$ cat config.mk
export PLATFORM = sky130hd
export DESIGN_NAME = rf_vec_xfer_ctrl
export DESIGN_NICKNAME = d
export VERILOG_FILES = /design/src/rtl/rf_vec_xfer_ctrl.sv
export SDC_FILE = /design/constraint.sdc
export NUM_CORES = 1
export LEC_CHECK = 0
export CORE_MARGIN = 1.5
export CORE_UTILIZATION = 47
export CTS_CLUSTER_DIAMETER = 200
export DETAILED_ROUTE_END_ITERATION = 8
export DONT_BUFFER_PORTS = 1
export SETUP_SLACK_MARGIN = 0.1
export SYNTH_ARGS = -nofsm -noshare
export SYNTH_HDL_FRONTEND = slang
export SYNTH_SLANG_ARGS = --single-unit
$ cat constraint.sdc
create_clock -name clock_i -period 3.73 [get_ports clock_i]
set_input_delay 0.5595 -clock clock_i [delete_from_list [all_inputs] [get_ports clock_i]]
set_output_delay 0.5595 -clock clock_i [all_outputs]
set_load 0.02 [all_outputs]
$ cat src/rtl/rf_vec_xfer_ctrl.sv
// Sequencer moving data between the 4x8 scalar register file and the 4x32 vector register file.
// PACK gathers r0..r3 into one vector register; UNPACK scatters one vector register to r0..r3.
module rf_vec_xfer_ctrl #(
    parameter int unsigned BYTE_W = 8,
    parameter int unsigned LANES  = 4
) (
    input  logic                      clock_i,
    input  logic                      reset_i,
    input  logic                      start_i,
    input  logic                      op_i,
    input  logic [1:0]                vreg_i,
    output logic                      busy_o,
    output logic                      done_o,
    output logic [1:0]                rf_reg1_o,
    output logic [1:0]                rf_reg2_o,
    input  logic [BYTE_W-1:0]         rf_data1_i,
    input  logic [BYTE_W-1:0]         rf_data2_i,
    output logic [1:0]                rf_regw_o,
    output logic [BYTE_W-1:0]         rf_dataw_o,
    output logic                      rf_write_o,
    output logic [1:0]                vrf_vreg1_o,
    input  logic [BYTE_W*LANES-1:0]   vrf_vdata1_i,
    output logic [1:0]                vrf_vregw_o,
    output logic [BYTE_W*LANES-1:0]   vrf_vdataw_o,
    output logic                      vrf_write_o
);

    typedef enum logic [2:0] {
        StIdle,
        StPRd01,
        StPRd23,
        StPWr,
        StURd,
        StUWr,
        StDone
    } state_e;

    state_e                    state_q;
    logic [BYTE_W*LANES-1:0]   data_q;
    logic [1:0]                lane_q;
    logic [1:0]                vreg_q;
    logic [1:0]                lane_inc;

    logic                      busy_q, done_q;
    logic [1:0]                rf_reg1_q, rf_reg2_q, rf_regw_q;
    logic [BYTE_W-1:0]         rf_dataw_q;
    logic                      rf_write_q;
    logic [1:0]                vrf_vreg1_q, vrf_vregw_q;
    logic [BYTE_W*LANES-1:0]   vrf_vdataw_q;
    logic                      vrf_write_q;

    assign lane_inc = lane_q + 2'd1;

    // Outputs are registered as a function of the state being entered, so they are
    // valid for the whole cycle spent in that state.
    always_ff @(posedge clock_i) begin
        if (reset_i) begin
            state_q      <= StIdle;
            data_q       <= '0;
            lane_q       <= '0;
            vreg_q       <= '0;
            busy_q       <= 1'b0;
            done_q       <= 1'b0;
            rf_reg1_q    <= '0;
            rf_reg2_q    <= '0;
            rf_regw_q    <= '0;
            rf_dataw_q   <= '0;
            rf_write_q   <= 1'b0;
            vrf_vreg1_q  <= '0;
            vrf_vregw_q  <= '0;
            vrf_vdataw_q <= '0;
            vrf_write_q  <= 1'b0;
        end else begin
            busy_q       <= 1'b1;
            done_q       <= 1'b0;
            rf_reg1_q    <= '0;
            rf_reg2_q    <= '0;
            rf_regw_q    <= '0;
            rf_dataw_q   <= '0;
            rf_write_q   <= 1'b0;
            vrf_vreg1_q  <= '0;
            vrf_vregw_q  <= '0;
            vrf_vdataw_q <= '0;
            vrf_write_q  <= 1'b0;
            unique case (state_q)
                StIdle: begin
                    if (start_i) begin
                        vreg_q <= vreg_i;
                        if (!op_i) begin
                            state_q   <= StPRd01;
                            rf_reg1_q <= 2'd0;
                            rf_reg2_q <= 2'd1;
                        end else begin
                            state_q     <= StURd;
                            vrf_vreg1_q <= vreg_i;
                        end
                    end else begin
                        busy_q <= 1'b0;
                    end
                end
                StPRd01: begin
                    data_q[2*BYTE_W-1:0] <= {rf_data2_i, rf_data1_i};
                    state_q              <= StPRd23;
                    rf_reg1_q            <= 2'd2;
                    rf_reg2_q            <= 2'd3;
                end
                StPRd23: begin
                    data_q[4*BYTE_W-1:2*BYTE_W] <= {rf_data2_i, rf_data1_i};
                    state_q      <= StPWr;
                    vrf_vregw_q  <= vreg_q;
                    vrf_vdataw_q <= {rf_data2_i, rf_data1_i, data_q[2*BYTE_W-1:0]};
                    vrf_write_q  <= 1'b1;
                end
                StPWr: begin
                    state_q <= StDone;
                    done_q  <= 1'b1;
                end
                StURd: begin
                    data_q     <= vrf_vdata1_i;
                    lane_q     <= 2'd0;
                    state_q    <= StUWr;
                    rf_regw_q  <= 2'd0;
                    rf_dataw_q <= vrf_vdata1_i[BYTE_W-1:0];
                    rf_write_q <= 1'b1;
                end
                StUWr: begin
                    lane_q <= lane_inc;
                    if (lane_q == 2'd3) begin
                        state_q <= StDone;
                        done_q  <= 1'b1;
                    end else begin
                        rf_regw_q  <= lane_inc;
                        rf_dataw_q <= data_q[{lane_inc, 3'b000} +: BYTE_W];
                        rf_write_q <= 1'b1;
                    end
                end
                StDone: begin
                    state_q <= StIdle;
                    busy_q  <= 1'b0;
                end
                default: begin
                    state_q <= StIdle;
                    busy_q  <= 1'b0;
                end
            endcase
        end
    end

    assign busy_o       = busy_q;
    assign done_o       = done_q;
    assign rf_reg1_o    = rf_reg1_q;
    assign rf_reg2_o    = rf_reg2_q;
    assign rf_regw_o    = rf_regw_q;
    assign rf_dataw_o   = rf_dataw_q;
    assign vrf_vreg1_o  = vrf_vreg1_q;
    assign vrf_vregw_o  = vrf_vregw_q;
    assign vrf_vdataw_o = vrf_vdataw_q;
    // Write strobes are suppressed in any cycle where reset is asserted.
    assign rf_write_o   = rf_write_q & ~reset_i;
    assign vrf_write_o  = vrf_write_q & ~reset_i;

endmodule

# --- Word-level counts from Yosys, hierarchy flattened ---
# Index checks and enable logic that the tools add are counted.
totals:
  input_bits: 54
  elab_cells: 64
  output_inout_bits: 54
  ff_bits: 93
classes:
  bitwise_logic: 8
  reduce_logical: 10
  shifts: 1
  n_mux: 20
  n_eq_ne: 8
  add_sub_neg: 1
ops:
  columns: ["op", "n"]
  rows:
  - ["$pmux W16 S2", 2]
  - ["$shiftx A32 B6 Y8", 1]
  - ["$pmux W3 S6", 1]
  - ["$pmux W8 S2", 1]
  - ["$mux W3", 3]
  - ["$mux W8", 1]
  - ["$pmux W2 S2", 2]
  - ["$eq A3 B2 Y1 const B", 2]
  - ["$eq A3 B3 Y1 const B", 2]
  - ["$mux W1", 6]
  - ["$not A1 Y1", 6]
  - ["$pmux W1 S2", 3]
  - ["$reduce_bool A2 Y1", 3]
  - ["$reduce_or A5 Y1", 1]
  - ["$ne A2 B2 Y1 const B", 2]
  - ["$reduce_and A2 Y1", 2]
  - ["$reduce_or A4 Y1", 1]
  - ["$eq A3 B1 Y1 const B", 1]
  - ["$logic_not A3 Y1", 1]
  - ["$reduce_or A3 Y1", 1]
  - ["$add A2 B1 Y2 const B", 1]
  - ["$and A1 B1 Y1", 2]
  - ["$eq A2 B2 Y1 const B", 1]
  - ["$mux W2", 1]
  - ["$reduce_or A2 Y1", 1]

# --- Logic depth before layout (Yosys ltp) ---
logic_depth:
  ltp_word: 4
  ltp_mapped: 6
  ltp_nobuf: 5

# --- Least setup slack after synthesis ---
# No wires, ideal clock.
synth_path:
  kind: "input-to-output"
  startpoint: "input port reset_i"
  endpoint: "output port rf_write_o"
  t_required_ns: 3.171
  cell_stages: 3
  path_slack_ns: 1.788
  n_path_buf: 2
  arrival_ns: 1.383
  cell_sequence: "clkbuf_1 clkbuf_1 nor2b_1"
synth_between:
  elab_chain_len: 2
synth_rtl:
  columns: ["item", "line_no", "source"]
  rows:
  - ["from (decl)", "8", "input logic reset_i,"]
  - ["$not A1 Y1", "159", "assign rf_write_o = rf_write_q & ~reset_i;"]
  - ["$and A1 B1 Y1", "159", null]
  - ["to (decl)", "20", "output logic rf_write_o,"]
# No other way between the ends.

# --- Worst setup path after layout ---
layout_path:
  startpoint: "register state_q[1]"
  endpoint: "register data_q[27]"
layout_between:
  elab_chain_len: 2
  word_cells_on_any_way: 4
  classes_between: "eq/ne: 2; mux: 1; reduce/logical: 1"
layout_rtl:
  columns: ["item", "line_no", "source"]
  rows:
  - ["from (decl)", "38", "state_e state_q;"]
  - ["from (signal assigned)", "58", "state_q <= StIdle;"]
  - ["from (signal assigned)", "90", "state_q <= StPRd01;"]
  - ["from (signal assigned)", "94", "state_q <= StURd;"]
  - ["$eq A3 B3 Y1 or $eq A3 B2 Y1 (tied branches)", "85", "unique case (state_q)"]
  - ["$pmux W16 S2 or $reduce_bool A2 Y1 (tied branches)", null, null]
  - ["to (signal, indexed assignment)", "102", "data_q[2*BYTE_W-1:0] <= {rf_data2_i, rf_data1_i};"]
  - ["to (signal, indexed assignment)", "108", "data_q[4*BYTE_W-1:2*BYTE_W] <= {rf_data2_i, rf_data1_i};"]
  - ["to (signal assigned)", "119", "data_q <= vrf_vdata1_i;"]
  - ["to (decl)", "39", "logic [BYTE_W*LANES-1:0] data_q;"]
# Parallel ways exist; a longest one is shown, timed or not.
# A chain may end at the register's enable or synchronous reset.

==> metrics.cfg <==
[logic_synthesis]
synth_area_mm2=0.003676
ys_seq_area_frac=0.5010
postSynthNetCount=413
yosysWarningCount=0
synthCells=358
yosys.cell_types.count=35
synth-seq-cells=92
avgSynthCellArea_um2=10.27

[clock_network]
cts_max_level=3
hold_buffers=0
cts_max_path_buffers=2
clkSinkCount=92
clk_latency_ps=340
root_buffer=clkbuf_8
cts_resized=0
cts_tree=yes
cts_buffers=9
clkTransAtPathRegs_ps=90
postCtsSetupBuffers=0

[critical_path]
critical_path.max_stage_delay_ps=820
crit_required_ps=4000
worstSetupEndpointType=flop
worst_r2r_path_depth=4
path_max_fanout=32
slowest_stage=a21oi_4
cp-start-kind=flop
worstPathCellList=nand2b_4 -> a21oi_4 -> nor2_1 -> a211oi_2
worstPathArrival_ps=2410
crit_type=reg2reg

[routing]
maxUsedRoutingLayer=met4
wl_met3_um=390
drt_iter0_drc=72
wl_per_cell_um=16.10
ant_nets=0
met2_length_mm=3.335
drt-total-wl_mm=7.212
viasPerCell=5.210
drcViolationCount=0
wl_met1_mm=3.359
vias=2334
dr.pass1.iters=4

[sta]
tightestPinTransition_ps=1008
finalHoldViolCount=0
setup_tns_ps=0
fin_skew_ps=6.861
setup_violations=0
timing.hold.ws_ps=299.2
rsz0062_at_grt=false
fmax_ghz=0.4667
slew_violations=0
max_slew_margin=0.3266
min_period_ps=2143
worst_slack_ps=1587
fin_crit_sh=0.5745

[layout]
diodes=0
final_nets=397
drive_above_1_share=0.1792
area_delta_synth_final_pct=4.050

[floorplanning]
die-height_um=91.44
die_area_mm2=0.008361
num_rows=32
die_w_um=91.44
core_area_mm2=0.007647
io_pins=108
initial_core_util=0.4807

[job]
maxCapViolations=0

[outcome]
outcome=complete, no violations

[placed_design]
io_buffers=0
place_congestion=0.7398
post-place-ws_ps=1654
dp.final_hpwl_mm=4.715

[pwr]
powerDensity_mw_per_mm2=618.6
max-vdd-ir-drop_v=0.0002294
p_total_mw=2.366
leakagePower_nw=1.357

[min_path]
hold-path-cell-count=1
hp-class=in2reg

[global_route]
grt_max_degree=57
grt_pass1_wl_mm=11.92
grt_use_total=0.1841
grt_overflow=0
antenna_found_initial=0
grt_pass1_vias=2401

-- power breakdown --
group	total [mW]	internal [mW]	switching, mW
Combinational	0.513	0.217	0.296
Sequential	1.20	1.10	0.107
Clock	0.648	0.324	0.325
-- registers in the layout, indices dropped and copies added (netlist names), 2 cells and up --
signal / cells
vrf_vdataw_o: 32
lane_q: 2
vreg_q: 2
rf_dataw_o: 8
rf_reg2_o: 2
vrf_vregw_o: 2
vrf_vreg1_o: 2
data_q: 32
state_q: 3
rf_regw_o: 2
-- layout by cell type, fill, tap and decap left out, types with 3 or more instances in the layout --
cell      instances
a211oi_2         32
a21oi_1          39
and2_1           34
clkbuf_8         10
dfxtp_1          92
inv_1            14
mux4_2            8
nand2_1          10
nor2_1           45
nor2b_1          20
nor4_1            3
o21ai_0           3
o22ai_1           8
-- metrics by stage --
stage / cells / instance area [um2] / utilization
2_1_floorplan: 358 / 3676 / -
3_3_place_gp: 433 / 3633 / 0.4751
3_5_place_dp: 433 / 3633 / 0.4751
4_1_cts: 448 / 3825 / 0.5002
5_1_grt: 448 / 3825 / 0.5002
6_report: 448 / 3825 / 0.5002
-- metal layers --
layer	track usage	vias up
li1	-	1182
met1	0.2341	1075
met2	0.2892	66
met3	0.04858	11
met4	0.08854	0
met5	0	-
-- critical path, delay by kind of cell, from the launching register on --
family	cells	cell delay (ps)
compound gates	2	1060
simple gates	2	280
flops	1	720
-- synthesized netlist by cell type, drive strengths merged --
master,instances,area (um2)
o22a,1,8.760
nand2,10,37.54
xnor2,1,8.760
nand4,1,6.260
nand2b,3,33.79
clkbuf,9,36.29
conb,1,3.750
nor4,3,18.77
mux4,8,180.2
a21o,1,7.510
o311a,1,10.01
ha,1,12.51
o21ai,3,15.01
and2,34,212.7
and3,2,12.51
nor2b,20,125.1
nand3,1,5.000
buf,20,155.1
a21oi,40,211.5
o22ai,8,50.05
mux2i,2,20.02
nor3,1,5.000
nor2,46,180.2
or3,1,6.260
nor3b,1,12.51
inv,14,52.55
or2,1,6.260
a211oi,32,400.4
dfxtp,92,1842
-- worst paths after layout --
kind | slack, ps | startpoint | to
setup / recovery | 1590 | state_q[1]$_SDFFE_PP0P_ | data_q[27]$_SDFFE_PP0P_
hold / removal | 300 | reset_i | data_q[24]$_SDFFE_PP0P_
setup reg to reg | 1590 | state_q[1]$_SDFFE_PP0P_ | data_q[27]$_SDFFE_PP0P_
hold reg to reg | 470 | vreg_q[1]$_SDFFE_PP0P_ | vrf_vregw_o[1]$_SDFF_PP0_
-- logic make-up (layout without fill, tap and decap cells) --
| logic type | after synthesis | count (layout) | share of synthesized area |
|---|---|---|---|
| AND/OR/NAND/NOR | 124 | 124 | 0.1801 |
| flip-flops | 92 | 92 | 0.5010 |
| AO/OA/AOI/OAI | 86 | 86 | 0.1913 |
| buffers and inverters | 43 | 31 | 0.06637 |
| multiplexers | 10 | 10 | 0.05446 |
| adder cells (fa/ha/maj) | 1 | 1 | 0.003403 |
| other | 1 | 1 | 0.001020 |
| XOR/XNOR | 1 | 1 | 0.002383 |
-- final cells by class --
class	instances	area, um2
Fill cell	710	3822
Multi-Input combinational cell	223	1597
Tap cell	102	127.6
Inverter	14	52.55
Sequential cell	92	1842
Clock inverter	4	50.05
Clock buffer	11	141.4
Timing Repair Buffer	2	15.01
Note: power is estimated with default switching activity, not from simulation.
